[config.mk]
export PLATFORM = sky130hd
export DESIGN_NAME = hazard_detection_unit
export DESIGN_NICKNAME = d
export VERILOG_FILES = /design/src/rtl/riscv_pkg.sv /design/src/rtl/hazard_detection_unit_chk.sv /design/src/rtl/hazard_scoreboard.sv /design/src/rtl/hazard_detection_unit.sv
export SDC_FILE = /design/constraint.sdc
export NUM_CORES = 1
export LEC_CHECK = 0
export CORE_ASPECT_RATIO = 0.75
export CORE_UTILIZATION = 54
export CTS_BUF_LIST = sky130_fd_sc_hd__clkbuf_4
export DETAILED_ROUTE_END_ITERATION = 10
export GPL_ROUTABILITY_DRIVEN = 1
export PLACE_DENSITY = 0.83
export SLEW_MARGIN = 5
export SYNTH_ARGS = -nofsm -noshare
export SYNTH_HDL_FRONTEND = slang
export SYNTH_SLANG_ARGS = --single-unit
[constraint.sdc]
create_clock -name clk -period 4.5 [get_ports clk]
set_clock_uncertainty 0.2 [all_clocks]
set_input_delay 0.45 -clock clk [delete_from_list [all_inputs] [get_ports clk]]
set_output_delay 0.45 -clock clk [all_outputs]
set_load 0.01 [all_outputs]
[src/rtl/riscv_pkg.sv]
// Shared register-file definitions for the integer pipeline.
package riscv_pkg;

    localparam int REG_NUM_BITWIDTH = 5;
    localparam int NREG             = 2 ** REG_NUM_BITWIDTH;

    typedef logic [REG_NUM_BITWIDTH-1:0] reg_idx_t;

    localparam reg_idx_t REG_ZERO = {REG_NUM_BITWIDTH{1'b0}};

    // x0 is hard-wired zero: it never carries a real dependency.
    function automatic logic is_live_reg(input reg_idx_t idx);
        return (idx != REG_ZERO);
    endfunction

endpackage

[src/rtl/hazard_detection_unit_chk.sv]
// Protocol checks for the long-op counter.
module hazard_detection_unit_chk #(
    parameter int MAX_LONG = 4
) (
    input logic       clk,
    input logic       rst_n,
    input logic       inc,
    input logic       dec,
    input logic [3:0] long_count
);

    // A writeback with nothing outstanding means the producer lost track.
    a_no_underflow: assert property (@(posedge clk) disable iff (!rst_n)
        !(dec && !inc && (long_count == 4'd0)));

    // Issue is throttled, so the counter can never pass the limit.
    a_within_limit: assert property (@(posedge clk) disable iff (!rst_n)
        (long_count <= 4'(MAX_LONG)));

endmodule

[src/rtl/hazard_scoreboard.sv]
// Busy array of long-latency destinations: one set port (issue),
// one clear port (writeback), three combinational read ports.
module hazard_scoreboard
    import riscv_pkg::*;
(
    input  logic            clk,
    input  logic            rst_n,
    input  logic            set_en,
    input  reg_idx_t        set_idx,
    input  logic            clr_en,
    input  reg_idx_t        clr_idx,
    input  reg_idx_t        rs1_idx,
    input  reg_idx_t        rs2_idx,
    input  reg_idx_t        rd_idx,
    output logic            rs1_busy,
    output logic            rs2_busy,
    output logic            rd_busy,
    output logic [NREG-1:0] busy_mask
);

    logic [NREG-1:0] busy_r;
    logic [NREG-1:0] busy_next_s;

    // Next busy state: a same-cycle issue to r wins over a writeback of r.
    always_comb begin
        busy_next_s = busy_r;
        for (int r = 1; r < NREG; r++) begin
            if (set_en && (set_idx == reg_idx_t'(r))) begin
                busy_next_s[r] = 1'b1;
            end else if (clr_en && (clr_idx == reg_idx_t'(r))) begin
                busy_next_s[r] = 1'b0;
            end else begin
                busy_next_s[r] = busy_r[r];
            end
        end
        busy_next_s[0] = 1'b0;
    end

    // Busy array storage.
    always_ff @(posedge clk or negedge rst_n) begin
        if (!rst_n) begin
            busy_r <= {NREG{1'b0}};
        end else begin
            busy_r <= busy_next_s;
        end
    end

    assign rs1_busy  = busy_r[rs1_idx];
    assign rs2_busy  = busy_r[rs2_idx];
    assign rd_busy   = busy_r[rd_idx];
    assign busy_mask = busy_r;

endmodule

[src/rtl/hazard_detection_unit.sv]
// ID-stage hazard detection: load-use bubble, long-op RAW/WAW stalls
// and long-op capacity throttling.
module hazard_detection_unit
    import riscv_pkg::*;
#(
    parameter int MAX_LONG = 4
) (
    input  logic            clk,
    input  logic            rst_n,
    input  logic            id_valid,
    input  reg_idx_t        id_Rs1,
    input  reg_idx_t        id_Rs2,
    input  logic            id_useRs1,
    input  logic            id_useRs2,
    input  reg_idx_t        id_Rd,
    input  logic            id_regWrite,
    input  logic            id_isLoad,
    input  logic            id_isLong,
    input  logic            flush,
    input  logic            wb_valid,
    input  reg_idx_t        wb_Rd,
    output logic            stall,
    output logic            id_fire,
    output logic [NREG-1:0] busy_mask,
    output logic [3:0]      long_count
);

    localparam logic [3:0] LONG_LIMIT = 4'(MAX_LONG);

    logic       ld_pending_r;
    reg_idx_t   ld_rd_r;
    logic [3:0] long_count_r;
    logic [3:0] long_count_next_s;

    logic rs1_busy_s;
    logic rs2_busy_s;
    logic rd_busy_s;
    logic rs1_hit_s;
    logic rs2_hit_s;
    logic load_use_s;
    logic raw_long_s;
    logic waw_long_s;
    logic long_full_s;
    logic stall_s;
    logic fire_s;
    logic inc_s;
    logic dec_s;
    logic set_en_s;
    logic ld_capture_s;

    hazard_scoreboard u_scoreboard (
        .clk       (clk),
        .rst_n     (rst_n),
        .set_en    (set_en_s),
        .set_idx   (id_Rd),
        .clr_en    (wb_valid),
        .clr_idx   (wb_Rd),
        .rs1_idx   (id_Rs1),
        .rs2_idx   (id_Rs2),
        .rd_idx    (id_Rd),
        .rs1_busy  (rs1_busy_s),
        .rs2_busy  (rs2_busy_s),
        .rd_busy   (rd_busy_s),
        .busy_mask (busy_mask)
    );

    // Stall equation. A same-cycle writeback of a busy source or
    // destination releases the stall since WB forwards into ID.
    always_comb begin
        rs1_hit_s   = id_useRs1 && is_live_reg(id_Rs1);
        rs2_hit_s   = id_useRs2 && is_live_reg(id_Rs2);
        load_use_s  = ld_pending_r &&
                      ((rs1_hit_s && (id_Rs1 == ld_rd_r)) ||
                       (rs2_hit_s && (id_Rs2 == ld_rd_r)));
        raw_long_s  = (rs1_hit_s && rs1_busy_s && !(wb_valid && (wb_Rd == id_Rs1))) ||
                      (rs2_hit_s && rs2_busy_s && !(wb_valid && (wb_Rd == id_Rs2)));
        waw_long_s  = id_regWrite && is_live_reg(id_Rd) && rd_busy_s &&
                      !(wb_valid && (wb_Rd == id_Rd));
        long_full_s = id_isLong && (long_count_r == LONG_LIMIT) && !wb_valid;
        stall_s     = id_valid && !flush &&
                      (load_use_s || raw_long_s || waw_long_s || long_full_s);
        fire_s      = id_valid && !stall_s && !flush;
        inc_s       = fire_s && id_isLong;
        dec_s       = wb_valid;
        set_en_s    = inc_s && id_regWrite && is_live_reg(id_Rd);
        ld_capture_s = fire_s && id_isLoad && id_regWrite && is_live_reg(id_Rd);
    end

    // Outstanding long-op count; simultaneous issue and writeback cancel,
    // and a stray writeback at zero is held at zero.
    always_comb begin
        case ({inc_s, dec_s})
            2'b10: begin
                long_count_next_s = long_count_r + 4'd1;
            end
            2'b01: begin
                if (long_count_r == 4'd0) begin
                    long_count_next_s = 4'd0;
                end else begin
                    long_count_next_s = long_count_r - 4'd1;
                end
            end
            default: begin
                long_count_next_s = long_count_r;
            end
        endcase
    end

    // Last-cycle load tracker; lives for exactly one cycle after the load leaves ID.
    always_ff @(posedge clk or negedge rst_n) begin
        if (!rst_n) begin
            ld_pending_r <= 1'b0;
            ld_rd_r      <= REG_ZERO;
        end else begin
            ld_pending_r <= ld_capture_s;
            ld_rd_r      <= id_Rd;
        end
    end

    // Long-op counter storage.
    always_ff @(posedge clk or negedge rst_n) begin
        if (!rst_n) begin
            long_count_r <= 4'd0;
        end else begin
            long_count_r <= long_count_next_s;
        end
    end

    hazard_detection_unit_chk #(
        .MAX_LONG (MAX_LONG)
    ) u_chk (
        .clk        (clk),
        .rst_n      (rst_n),
        .inc        (inc_s),
        .dec        (dec_s),
        .long_count (long_count_r)
    );

    assign stall      = stall_s;
    assign id_fire    = fire_s;
    assign long_count = long_count_r;

endmodule
### Yosys cells after proc, flatten, opt, wreduce, memory -nomap -nowiden

Cells that the tools add are included.

| cells by class | value |
|---|---|
| add/sub/neg operators | 2 |
| order comparisons | 3 |
| equal/unequal tests | 70 |
| muxes and demuxes | 70 |
| reductions and logical operators | 136 |

Operators by type and width:

| kind | count |
|---|---|
| equality test 5 bit, second input constant | 32 |
| logical AND 1 bit | 89 |
| equality test 5 x 4 -> 1 bit, second input constant | 16 |
| two-way mux 1 bit | 65 |
| nonzero test 2 bit | 32 |
| equality test 5 x 3 -> 1 bit, second input constant | 8 |
| equality test 5 bit | 5 |
| equality test 5 x 2 -> 1 bit, second input constant | 4 |
| < comparator 5 x 6 -> 1 bit, second input constant | 3 |
| binary-select mux 1 bit (select 5 bit) | 3 |
| nonzero test 5 bit | 3 |
| equality test 5 x 1 -> 1 bit, second input constant | 2 |
| case mux 4 bit (2 select lines) | 1 |
| logical NOT 1 bit | 6 |
| logical OR 1 bit | 5 |
| adder 4 x 1 -> 4 bit, second input constant | 1 |
| equality test 4 x 3 -> 1 bit, second input constant | 1 |
| logical NOT 4 bit | 1 |
| two-way mux 4 bit | 1 |
| subtractor 4 x 1 -> 4 bit, second input constant | 1 |
| equality test 2 x 1 -> 1 bit, second input constant | 1 |
| equality test 2 bit, second input constant | 1 |

| word-level totals | value |
|---|---|
| flip-flop bits (word level) | 41 |
| bits of input ports | 30 |
| output and inout bits | 38 |
| logic and storage cells | 315 |

### Logic depth before layout (Yosys ltp)

| depth | value |
|---|---|
| word-level depth | 17 |
| mapped depth | 14 |
| gate-level depth less buffers | 12 |

### Modules after synthesis

From an unflattened synthesis, not the netlist that was laid out.

| unflattened totals | value |
|---|---|
| cell total of the unflattened synthesis | 302 |
| area, all modules | 3090.5 µm² |

Modules (own cells, without submodules):

| module | times used | cells each | area an instance (µm²) |
|---|---|---|---|
| hazard_scoreboard | 1 | 206 | 2228.4 |
| hazard_detection_unit | 1 | 96 | 862.1 |

### Least setup slack after synthesis

Ideal clock, no wire load.

| path | value |
|---|---|
| kind | input port to flip-flop |
| start point | input id_Rs2[2] |
| end point | register long_count_r[3] (netlist: long_count[3]) |
| setup time | 0.121 ns |
| arrival | 3.111 ns |
| data required time | 4.179 ns |
| setup slack | 1.068 ns |
| stages on the path | 11 |
| path buffers | 1 |
| cells stage by stage | clkbuf_1 mux2_2 a221oi_1 nor3_1 a211oi_2 o2bb2ai_2 or4b_1 ha_1 nand4b_1 a21o_1 a22o_1 |

| between the ends | value |
|---|---|
| word-level cells in the longest chain between the ends | 15 |
| elaborated cells between the ends (all ways) | 26 |

Ends and longest elaborated chain:

| element | line | text |
|---|---|---|
| from (decl) | hazard_detection_unit.sv:12 | `input reg_idx_t id_Rs2,` |
| binary-select mux 1 bit (select 5 bit), or another cell as far along | hazard_scoreboard.sv:49 | `assign rs2_busy = busy_r[rs2_idx];` |
| two-way mux 1 bit (not written as such), or another cell as far along | hazard_scoreboard.sv:49 |  |
| logical AND 1 bit, or another cell as far along | hazard_detection_unit.sv:76 | `(rs2_hit_s && rs2_busy_s && !(wb_valid && (wb_Rd == id_Rs2)));` |
| logical AND 1 bit / logical OR 1 bit (equally long branches) | hazard_detection_unit.sv:76, hazard_detection_unit.sv:73 |  |
| logical OR 1 bit / logical AND 1 bit (equally long branches) | hazard_detection_unit.sv:75, hazard_detection_unit.sv:72 |  |
| logical OR 1 bit * (3 in series) | hazard_detection_unit.sv:81 | `(load_use_s \|\| raw_long_s \|\| waw_long_s \|\| long_full_s);` |
| logical AND 1 bit * | hazard_detection_unit.sv:80 | `stall_s = id_valid && !flush &&` |
| logical NOT 1 bit * | hazard_detection_unit.sv:82 | `fire_s = id_valid && !stall_s && !flush;` |
| logical AND 1 bit * (2 in series) | hazard_detection_unit.sv:82 |  |
| logical AND 1 bit * | hazard_detection_unit.sv:83 | `inc_s = fire_s && id_isLong;` |
| equality test 2 x 1 -> 1 bit / equality test 2 bit (equally long branches) | hazard_detection_unit.sv:92 | `case ({inc_s, dec_s})` |
| case mux 4 bit (2 select lines) / nonzero test 2 bit (equally long branches) | - |  |
| to (signal assigned) | hazard_detection_unit.sv:125 | `long_count_r <= long_count_next_s;` |
| to (decl) | hazard_detection_unit.sv:32 | `logic [3:0] long_count_r;` |

Every way passes the cells marked *; elsewhere a longest branch is shown, timed or not. The select of a mux whose other input is x is not followed.
A chain may end at the register's enable or synchronous reset.

### Worst setup path after layout

| path | value |
|---|---|
| start point | input id_Rs1[1] |
| end point | output stall |

| between the ends | value |
|---|---|
| word-level cells in the longest chain between the ends | 9 |
| elaborated cells between the ends (all ways) | 18 |

Ends and longest elaborated chain:

| element | line | text |
|---|---|---|
| from (decl) | hazard_detection_unit.sv:11 | `input reg_idx_t id_Rs1,` |
| binary-select mux 1 bit (select 5 bit), or another cell as far along | hazard_scoreboard.sv:48 | `assign rs1_busy = busy_r[rs1_idx];` |
| two-way mux 1 bit (not written as such), or another cell as far along | hazard_scoreboard.sv:48 |  |
| logical AND 1 bit, or another cell as far along | hazard_detection_unit.sv:75 | `raw_long_s = (rs1_hit_s && rs1_busy_s && !(wb_valid && (wb_Rd == id_Rs1))) \|\|` |
| logical AND 1 bit / logical OR 1 bit (equally long branches) | hazard_detection_unit.sv:75, hazard_detection_unit.sv:73 |  |
| logical OR 1 bit / logical AND 1 bit (equally long branches) | hazard_detection_unit.sv:75, hazard_detection_unit.sv:72 |  |
| logical OR 1 bit * (3 in series) | hazard_detection_unit.sv:81 |  |
| logical AND 1 bit * | hazard_detection_unit.sv:80 |  |
| to (decl) | hazard_detection_unit.sv:22 | `output logic stall,` |

Marks and branches as above.

==> impl_metrics.json <==
{
  "fin_ws_ns": 0.2656,
  "max_cap_viol_count": 0,
  "synth.yosys.seq_area_share_pct": 29.79,
  "synthTopCellsByCount": "41 x dfrtp_1, 37 x o21ai_0, 21 x o41ai_2, 20 x nand3_1, 18 x nand2_1",
  "setup_tns_ns": 0,
  "drtIter0Drc": 526,
  "post-place-ws_ns": 0.1996,
  "antenna_left": 0,
  "max_freq_ghz": 0.2362,
  "clockRootBuffer": "clkbuf_4",
  "synth_enable_flop_cells": 0,
  "critical_path_class": "in -> out",
  "grt_pass1_wl_um": 17550,
  "synth_top_area_share_pct": 29.79,
  "postCtsSetupBuffers": 0,
  "initial_core_util_pct": 57.64,
  "core_um2": 5976,
  "synth.avg_cell_area_um2": 9.927,
  "powerDensity_nw_per_um2": 264.1,
  "crit_start": "id_Rs1[1]",
  "yosys_register_bits": 41,
  "cts_tree": "built",
  "max-vdd-ir-drop_mv": 0.2947,
  "r2r-start": "u_scoreboard.busy_mask[22]",
  "grt_max_degree": 42,
  "io_buffer_count": 66,
  "die_y_um": 71.17,
  "antenna_found_initial": 0,
  "swShare_pct": 35.99,
  "timing_hold_violations_final": 0,
  "maxSlewHeadroom_pct": 37.04,
  "synthesis.nets": 380,
  "finalCritPeriodShare_pct": 94.10,
  "syn_to_final_growth_pct": 23.03,
  "p_leak_nw": 1.692,
  "cts_made_buffers": 5,
  "design_area_um2": 4238,
  "antenna-diode-count": 0,
  "wl_um": 11080,
  "net-switching-power_mw": 0.4028,
  "fin_nets": 438,
  "register_area_um2": 1026,
  "ys_warn_count": 0,
  "clockBufferDepth": 2,
  "synth_largest_area_cell": "dfrtp_1",
  "placed_cells": 476,
  "worst_pin_slew_ns": 0.9444,
  "ctsResizeCount": 0,
  "netlist_area_um2": 3445,
  "htreeDepth": 2,
  "rsz0062_at_grt": "no",
  "grt_overflow": 0,
  "yosys-top-cells-area": "dfrtp_1 30%, o41ai_2 9.9%, mux4_2 7.2%",
  "start_kind": "input pin",
  "vias": 3357,
  "holdBufCountCts": 0,
  "io_pins": 68,
  "cts.reportedPaths.clkPinSlew_ns": 0.13,
  "final_core_util_pct": 70.92,
  "fp-row-count": 24,
  "drt-pass1-iter-count": 5,
  "clkPwrFrac_pct": 23.3,
  "hpwl_um": 8028,
  "power.share.combinational_pct": 35.6,
  "cp_slowest_stage_delay_ns": 0.85,
  "die_x_um": 94.22,
  "yosysUniqueCellTypes": 55,
  "critPathArrivalTime_ns": 3.58,
  "period_needed_ns": 4.234,
  "wl_per_cell_um": 22.89,
  "internal_power_mw": 0.7165,
  "die_area_um2": 6705,
  "dpl_cell_area_um2": 4154,
  "vias_per_cell": 6.936,
  "cp_slowest_cell": "nor4_4",
  "grt_pass1_vias": 3224,
  "pwr-share-seq_pct": 41.0,
  "clk_latency_ns": 0.37,
  "drive_gt1_share_pct": 17.00,
  "grt_usage_pct": 34.96,
  "cp-end-kind": "output port",
  "synthFlopType": "dfrtp_1",
  "drc": 0,
  "report.final.slew_viol_count": 0,
  "path_cells": "clkdlybuf4s50_1, buf_4, nor4_1, a21boi_0, o21ai_0, nor4_4, o311a_1, clkdlybuf4s50_1",
  "final_cells": 484,
  "cpMostUsedCell": "clkdlybuf4s50_1",
  "synth.most_common_cell": "dfrtp_1",
  "worst-path-max-fanout": 14,
  "async_reset_ff_share_pct": 100.0,
  "synth_cells": 347,
  "status": "finished, final reports clean",
  "hold_class": "in -> async",
  "multiInputGateArea_um2": 2217,
  "setup_viol": 0,
  "fillers": 470,
  "gp_congestion": 0.9403,
  "cp.required_ns": 3.85,
  "clock_sinks": 41
}
area by class of cell:
cell class / instances / share of cell area, %
Inverter: 10 / 0.8857
Multi-Input combinational cell: 265 / 52.32
Clock inverter: 2 / 0.9153
Sequential cell: 41 / 24.21
Tap cell: 78 / 2.303
Timing Repair Buffer: 82 / 18.31
Clock buffer: 6 / 1.063
metrics by stage:
| step | power, mW | hold WS (ns) |
|---|---|---|
| CTS | 1.113 | 0.03799 |
| global placement | 0.8420 | 0.3776 |
| detailed placement | 0.8547 | 0.3958 |
| global route | 1.170 | 0.07648 |
| floorplan | 0.6813 | -0.04559 |
| finish | 1.119 | 0.01178 |
cell usage in the layout (no fill, tap or decap), types with 4 or more instances in the layout:
| cell | netlist | routed |
|---|---|---|
| clkdlybuf4s50_1 | 0 | 65 |
| dfrtp_1 | 41 | 41 |
| o21ai_0 | 37 | 37 |
| o41ai_2 | 21 | 21 |
| nand3_1 | 20 | 20 |
| nand2_1 | 18 | 18 |
| nor2b_1 | 17 | 17 |
| mux2i_1 | 16 | 16 |
| xor2_1 | 16 | 16 |
| buf_4 | 4 | 16 |
| mux4_2 | 11 | 11 |
| inv_1 | 10 | 10 |
| nor2_1 | 9 | 9 |
| or3_1 | 8 | 8 |
| o21ai_1 | 8 | 8 |
| mux2_2 | 7 | 7 |
| xnor2_1 | 6 | 6 |
| nor4_1 | 6 | 6 |
| clkbuf_4 | 0 | 6 |
| a31oi_1 | 5 | 5 |
| nand4b_1 | 5 | 5 |
| a2111oi_0 | 4 | 4 |
| nand4_1 | 4 | 4 |
| a221oi_1 | 4 | 4 |
critical path: cells and delay by family:
family                 cells  cell delay, ns
AO/OA/AOI/OAI              3            0.84
buffers and inverters      3            1.37
AND/OR/NAND/NOR            2            0.92
kinds of logic (layout without fill, tap and decap cells):
| family | after synthesis | in the layout | synth area share, % |
|---|---|---|---|
| compound gates | 105 | 105 | 26.44 |
| simple gates | 99 | 99 | 16.05 |
| flops | 41 | 41 | 29.79 |
| buf+inv | 41 | 100 | 6.466 |
| mux | 35 | 35 | 14.46 |
| xor+xnor | 22 | 22 | 5.594 |
| fa+ha+maj | 3 | 3 | 1.090 |
| other cells | 1 | 1 | 0.1089 |
layer usage:
| metal | global-route usage, % | vias up | part of all wire (%) |
|---|---|---|---|
| li1 | - | 1460 | - |
| met1 | 51.97 | 1629 | 41 |
| met2 | 50.56 | 238 | 44 |
| met3 | 9.032 | 30 | 13 |
| met4 | 8.889 | 0 | 1.9 |
| met5 | 0 | - | 0 |
power groups by stage:
stage / combinational [mW] / sequential (mW) / clock, mW
after global placement: 0.379 / 0.463 / 0
after CTS: 0.394 / 0.457 / 0.262
final: 0.399 / 0.459 / 0.261
after detailed placement: 0.391 / 0.464 / 0
after floorplan: 0.220 / 0.461 / 0
after global routing: 0.432 / 0.464 / 0.273
final timing paths:
kind	end	slack, ns	depth (start not counted)
setup / recovery	stall	0.27	8
hold / removal	long_count[1]	0.01	1
max in group asynchronous	u_scoreboard.busy_mask[7]	3.51	1
min in group clk	ld_rd_r[1]	0.37	1
setup reg to reg	long_count[3]	1.01	9
hold reg to reg	long_count[2]	0.42	1
registers in the layout, indices dropped and copies added (netlist names):
signal / cells
ld_pending_r: 1
ld_rd_r: 5
long_count: 4
u_scoreboard.busy_mask: 31
Note: power is estimated with default switching activity, not from simulation.
